### config.mk
export PLATFORM = sky130hd
export DESIGN_NAME = id_ex_stage_reg
export DESIGN_NICKNAME = d
export VERILOG_FILES = /design/src/rtl/id_ex_stage_reg.sv
export SDC_FILE = /design/constraint.sdc
export NUM_CORES = 1
export LEC_CHECK = 0
export ABC_AREA = 0
export ABC_CLOCK_PERIOD_IN_PS = 2300
export BUFFER_PORTS_ARGS = -buffer_cell sky130_fd_sc_hd__buf_2
export CORE_MARGIN = 1.5
export CORE_UTILIZATION = 35
export CTS_CLUSTER_SIZE = 30
export DETAILED_ROUTE_END_ITERATION = 12
export GPL_TIMING_DRIVEN = 1
export PLACE_DENSITY = 0.62
export SETUP_SLACK_MARGIN = 0.5
export SLEW_MARGIN = 15
export SYNTH_ARGS = -nofsm -noshare
export SYNTH_HDL_FRONTEND = slang
export SYNTH_SLANG_ARGS = --single-unit
export TNS_END_PERCENT = 100
### constraint.sdc
create_clock -name clk -period 2.3 [get_ports clk]
set_input_delay 0.345 -clock clk [delete_from_list [all_inputs] [get_ports clk]]
set_output_delay 0.345 -clock clk [all_outputs]
set_load 0.01 [all_outputs]
### src/rtl/id_ex_stage_reg.sv
// ID/EX pipeline register for the 5-stage RV32I core: captures decoded operands and
// control, detects load-use hazards, inserts bubbles and counts load-use stall cycles.
module id_ex_stage_reg #(
  parameter int          XLEN        = 32,
  parameter logic [31:0] NOP_INSTR   = 32'h0000_0013,
  parameter int          STALL_CNT_W = 16
) (
  input  logic                   clk,
  input  logic                   rst_n,
  input  logic [31:0]            IF_ID_Instruction,
  input  logic [XLEN-1:0]        IF_ID_PC,
  input  logic [XLEN-1:0]        ID_ReadData1,
  input  logic [XLEN-1:0]        ID_ReadData2,
  input  logic [XLEN-1:0]        ID_Imm,
  input  logic [8:0]             ID_Ctrl,
  input  logic                   Flush,
  input  logic                   Hold,
  output logic [31:0]            ID_EX_Instruction,
  output logic [XLEN-1:0]        ID_EX_PC,
  output logic [XLEN-1:0]        ID_EX_ReadData1,
  output logic [XLEN-1:0]        ID_EX_ReadData2,
  output logic [XLEN-1:0]        ID_EX_Imm,
  output logic [8:0]             ID_EX_Ctrl,
  output logic [4:0]             ID_EX_RegisterA,
  output logic [4:0]             ID_EX_RegisterB,
  output logic [4:0]             ID_EX_Rd,
  output logic                   ID_EX_Valid,
  output logic                   LoadUseStall,
  output logic [STALL_CNT_W-1:0] StallCount
);

  localparam logic [6:0] OP_LUI    = 7'b0110111;
  localparam logic [6:0] OP_AUIPC  = 7'b0010111;
  localparam logic [6:0] OP_JAL    = 7'b1101111;
  localparam logic [6:0] OP_R      = 7'b0110011;
  localparam logic [6:0] OP_STORE  = 7'b0100011;
  localparam logic [6:0] OP_BRANCH = 7'b1100011;
  localparam int         CTRL_MEMREAD = 7;
  localparam logic [STALL_CNT_W-1:0] CNT_ONE = {{(STALL_CNT_W-1){1'b0}}, 1'b1};

  logic [31:0]            instr_reg;
  logic [XLEN-1:0]        pc_reg;
  logic [XLEN-1:0]        rd1_reg;
  logic [XLEN-1:0]        rd2_reg;
  logic [XLEN-1:0]        imm_reg;
  logic [8:0]             ctrl_reg;
  logic [4:0]             reg_a_reg;
  logic [4:0]             reg_b_reg;
  logic [4:0]             rd_reg;
  logic                   valid_reg;
  logic [STALL_CNT_W-1:0] stall_cnt_reg;

  logic [6:0] opcode;
  logic [4:0] rs1;
  logic [4:0] rs2;
  logic       rs1_used;
  logic       rs2_used;
  logic       no_rd;
  logic       hazard;

  assign opcode = IF_ID_Instruction[6:0];
  assign rs1    = IF_ID_Instruction[19:15];
  assign rs2    = IF_ID_Instruction[24:20];

  always_comb begin
    rs1_used = 1'b1;
    rs2_used = 1'b0;
    no_rd    = 1'b0;
    if (opcode == OP_LUI || opcode == OP_AUIPC || opcode == OP_JAL)
      rs1_used = 1'b0;
    if (opcode == OP_R || opcode == OP_STORE || opcode == OP_BRANCH)
      rs2_used = 1'b1;
    if (opcode == OP_STORE || opcode == OP_BRANCH)
      no_rd = 1'b1;
  end

  assign hazard = valid_reg & ctrl_reg[CTRL_MEMREAD] & (rd_reg != 5'd0) &
                  ((rs1_used & (rs1 == rd_reg)) | (rs2_used & (rs2 == rd_reg)));

  assign LoadUseStall = hazard & ~Flush & ~Hold;

  // Flush beats Hold; Hold freezes everything; a hazard loads a bubble and IF/ID replays.
  always_ff @(posedge clk or negedge rst_n) begin
    if (!rst_n) begin
      instr_reg <= NOP_INSTR;
      pc_reg    <= '0;
      rd1_reg   <= '0;
      rd2_reg   <= '0;
      imm_reg   <= '0;
      ctrl_reg  <= '0;
      reg_a_reg <= '0;
      reg_b_reg <= '0;
      rd_reg    <= '0;
      valid_reg <= 1'b0;
    end else if (Flush || (!Hold && hazard)) begin
      instr_reg <= NOP_INSTR;
      pc_reg    <= '0;
      rd1_reg   <= '0;
      rd2_reg   <= '0;
      imm_reg   <= '0;
      ctrl_reg  <= '0;
      reg_a_reg <= '0;
      reg_b_reg <= '0;
      rd_reg    <= '0;
      valid_reg <= 1'b0;
    end else if (!Hold) begin
      instr_reg <= IF_ID_Instruction;
      pc_reg    <= IF_ID_PC;
      rd1_reg   <= ID_ReadData1;
      rd2_reg   <= ID_ReadData2;
      imm_reg   <= ID_Imm;
      ctrl_reg  <= ID_Ctrl;
      reg_a_reg <= rs1_used ? rs1 : 5'd0;
      reg_b_reg <= rs2_used ? rs2 : 5'd0;
      rd_reg    <= no_rd ? 5'd0 : IF_ID_Instruction[11:7];
      valid_reg <= 1'b1;
    end
  end

  always_ff @(posedge clk or negedge rst_n) begin
    if (!rst_n)
      stall_cnt_reg <= '0;
    else if (LoadUseStall && (stall_cnt_reg != '1))
      stall_cnt_reg <= stall_cnt_reg + CNT_ONE;
  end

  assign ID_EX_Instruction = instr_reg;
  assign ID_EX_PC          = pc_reg;
  assign ID_EX_ReadData1   = rd1_reg;
  assign ID_EX_ReadData2   = rd2_reg;
  assign ID_EX_Imm         = imm_reg;
  assign ID_EX_Ctrl        = ctrl_reg;
  assign ID_EX_RegisterA   = reg_a_reg;
  assign ID_EX_RegisterB   = reg_b_reg;
  assign ID_EX_Rd          = rd_reg;
  assign ID_EX_Valid       = valid_reg;
  assign StallCount        = stall_cnt_reg;

endmodule

==> impl_metrics.tcl <==
set metrics [dict create \
    status "finished, violations left" \
    violations "setup timing" \
    synthXorXnorAreaFrac_pct 2.631 \
    clockBufferDepth 3 \
    power_density_nw_per_um2 707.1 \
    antenna_found_initial 2 \
    startpoint_type "flip-flop" \
    dieWidth_um 157.2 \
    finalCritPeriodShare_pct 103.2 \
    path_cells "xor2_1 > nor3_2 > buf_4 > nand3_4 > a211oi_2 > buf_4 > buf_6" \
    utilization_pct 55.16 \
    root_buffer "clkbuf_16" \
    dp_hpwl_um 15890 \
    grt_usage_pct 19.71 \
    ys_seq_area_share_pct 60.48 \
    clk_pin_slew_ns 0.06 \
    pwr-share-clk_pct 43.7 \
    crit_top_cell "buf_4" \
    max_slew_margin_pct 30.79 \
    path_max_fanout 4 \
    finClkSkew_ns 0.009884 \
    setup_viol 1 \
    drt_first_pass_iters 5 \
    power_frac_comb_pct 14.5 \
    fin_hold_ws_ns 0.08279 \
    core_area_sq_um 23400 \
    viasPerCell 4.706 \
    synth_async_sr_flop_share_pct 100.0 \
    portBuffers 374 \
    rsz0062_at_grt "yes" \
    stdcell_area_sq_um 12910 \
    fmax_ghz 0.4213 \
    synthMuxAreaShare_pct 19.50 \
    cts_tree "built" \
    nNetsFinal 1312 \
    synth.cell_area_sq_um 8323 \
    switching_share_pct 24.51 \
    start_util_pct 35.56 \
    synth_top_family_by_area "multiplexers" \
    die_y_um 157.2 \
    p_sw_mw 2.237 \
    detailedRoute.firstIterationViolations 349 \
    synthAdderAreaFrac_pct 0.1503 \
    yosys.area_share.simple_pct 11.89 \
    critPathTopFamily "flip-flops" \
    slowest_delay_ns 0.45 \
    gp_congestion 0.7562 \
    insertion_delay_ns 0.50 \
    synth_flop_cell "dfrtp_1" \
    ys_warn_count 0 \
    overflow 0 \
    grt_pass1_vias 6811 \
    endpoint_kind "primary output" \
    drv_cap 0 \
    synth_cell_types 35 \
    worstMarginPinSlew_ns 1.038 \
    placed_area_sq_um 10700 \
    grt_start_max_net_pins 144 \
    r2r-start "ID_EX_Rd[4]$_DFFE_PN0P_" \
    num_vias 6937 \
    seq_power_share_pct 41.8 \
    p_int_mw 6.890 \
    ios 375 \
    hold_violations 0 \
    cp_slowest_cell "dfrtp_2" \
    min-delay-start "IF_ID_Instruction[25]" \
    rows 56 \
    routed_wirelength_um 26500 \
    ant_nets 0 \
    synth_fp_nets 874 \
    grt_pass1_wl_um 37550 \
    peakVddDrop_uv 549.0 \
    h-tree-depth 1 \
    stdcell_count 1474 \
    area_delta_synth_final_pct 55.10 \
    cp.required_ns 1.96 \
    drc_errors 0 \
    startpoint "ID_EX_Rd[4]$_DFFE_PN0P_" \
    place_ws_ns 0.03554 \
    yosys_register_bits 201 \
    clock-sinks 201 \
    setup_ws_ns -0.07387 \
    wire_per_inst_um 17.98 \
    netlist_instances 700 \
    critical_path_class "reg -> out" \
    layout-drive-gt1-share_pct 47.49 \
    period_needed_ns 2.374 \
    cts_buffers 23 \
    synth_area_per_cell_sq_um 11.89 \
    slew_violations 0 \
    die_area_sq_um 24710 \
    synth-edff-count 0 \
    cp_num_buf_inv 3 \
    synth_compound_area_share_pct 2.946 \
    dpl.cell_count 1373 \
    arrival_ns 2.03 \
    p_leak_nw 7.097 \
    hold_class "in -> reg" \
    fillers 2097 \
]
-- synthesized netlist by cell type (2+ instances only) --
library cell | instances | area (sq um)
a21oi_1 | 7 | 35.03
a211oi_1 | 2 | 15.01
and4_1 | 2 | 17.52
inv_1 | 3 | 11.26
xnor2_1 | 16 | 140.1
a22oi_1 | 15 | 112.6
nor2_1 | 187 | 701.9
buf_2 | 16 | 80.08
a211o_1 | 3 | 26.28
nand2_1 | 8 | 30.03
and3_1 | 4 | 25.02
nand3_1 | 7 | 35.03
nor2b_1 | 11 | 68.82
nor3_1 | 3 | 15.01
dfrtp_1 | 198 | 4955
nand4_1 | 5 | 31.28
mux2i_1 | 161 | 1612
dfstp_2 | 3 | 78.83
clkbuf_1 | 25 | 93.84
xor2_1 | 9 | 78.83
-- registers in the layout, summed over array words and instances (netlist names) --
| register | flops |
|---|---|
| ID_EX_Imm | 32 |
| ID_EX_Instruction | 32 |
| ID_EX_PC | 32 |
| ID_EX_ReadData1 | 32 |
| ID_EX_ReadData2 | 32 |
| StallCount | 16 |
| ID_EX_Ctrl | 9 |
| ID_EX_Rd | 5 |
| ID_EX_RegisterA | 5 |
| ID_EX_RegisterB | 5 |
| ID_EX_Valid | 1 |
-- area by class of cell --
| type | instances | area (sq um) | area share [%] |
|---|---|---|---|
| inverter | 3 | 11.26 | 0.08723 |
| timing repair buffer | 456 | 3268 | 25.32 |
| sequential | 201 | 5036 | 39.01 |
| clock buffer | 28 | 634.4 | 4.914 |
| tap | 319 | 399.1 | 3.092 |
| multi-input combinational | 453 | 3359 | 26.03 |
| clock inverter | 13 | 197.7 | 1.531 |
| antenna | 1 | 2.502 | 0.01939 |
-- path summary, 6_finish.rpt --
path | end | slack, ns | cells past startpoint
setup / recovery | LoadUseStall | -0.07 | 7
hold / removal | ID_EX_Instruction[25]$_DFFE_PN0P_ | 0.08 | 3
setup reg to reg | ID_EX_Instruction[0]$_DFFE_PN1P_ | 0.02 | 11
hold reg to reg | StallCount[9]$_DFFE_PN0P_ | 0.51 | 1
max in group asynchronous | ID_EX_Imm[30]$_DFFE_PN0P_ | 1.13 | 3
min in group asynchronous | ID_EX_ReadData1[24]$_DFFE_PN0P_ | 0.36 | 2
-- routing by layer --
layer	GRT usage, %	vias up	wire length, um
li1	-	3254	-
met1	23.89	3379	10880
met2	34.53	262	12960
met3	5.011	40	2042
met4	5.615	2	604
met5	0	-	10
-- power by group through the flow --
stage | clock (mW) | sequential [mW] | combinational (mW)
final | 3.99 | 3.81 | 1.33
after detailed placement | 0 | 3.88 | 1.05
after global routing | 4.22 | 3.84 | 1.44
after CTS | 4.07 | 3.82 | 1.21
after floorplan | 0 | 3.97 | 0.406
after global placement | 0 | 3.87 | 1.04
-- what timing repair did --
action                     CTS  global route
setup endpoints to repair  202           202
gates resized for setup     25            86
hold buffers                 1             0
pin swaps                    4            10
hold endpoints to repair    46             0
buffers inserted            19            13
gates cloned                13            13
-- worst register-to-register path, cell delays in order (launching register included) --
cell and delay (ns):
dfrtp_2 0.45, xor2_1 0.19, nor3_2 0.08, buf_4 0.15, buf_4 0.12, a41oi_1 0.29, o21ai_4 0.12, buf_12 0.15
buf_16 0.14, buf_12 0.13, buf_16 0.13, a211o_1 0.26
-- metrics by stage --
step	TNS, ns	power, mW
after global routing	-0.6212	9.504
after detailed placement	0	4.930
after CTS	-1.299	9.095
after floorplan	0	4.372
final	-0.07387	9.127
after global placement	0	4.912
-- cell families after synthesis --
logic type | after synthesis
AND/OR/NAND/NOR | 234
adder cells (fa/ha/maj) | 1
multiplexers | 162
AO/OA/AOI/OAI | 31
XOR/XNOR | 25
buffers and inverters | 46
flip-flops | 201
-- cell usage in the layout (no fill, tap or decap), types with 3 or more instances in the layout --
cell type  count
clkinv_2       6
mux2i_1      161
inv_1          3
clkbuf_8       5
bufinv_16      5
a22oi_1       15
xor2_1         9
dfstp_2        3
xnor2_1       15
nand4_1        5
buf_4         25
buf_6         13
a21oi_1        6
nor2_4        17
nor2_1       159
buf_8          7
buf_12         9
buf_2        371
nand3_2        3
nor2_2        11
dfrtp_1      196
nand2_4        3
nor2b_1       11
nand2_1        4
buf_16        17
clkbuf_16     35
a211o_1        3
and3_1         4
Power figures use the tool's default switching activity.
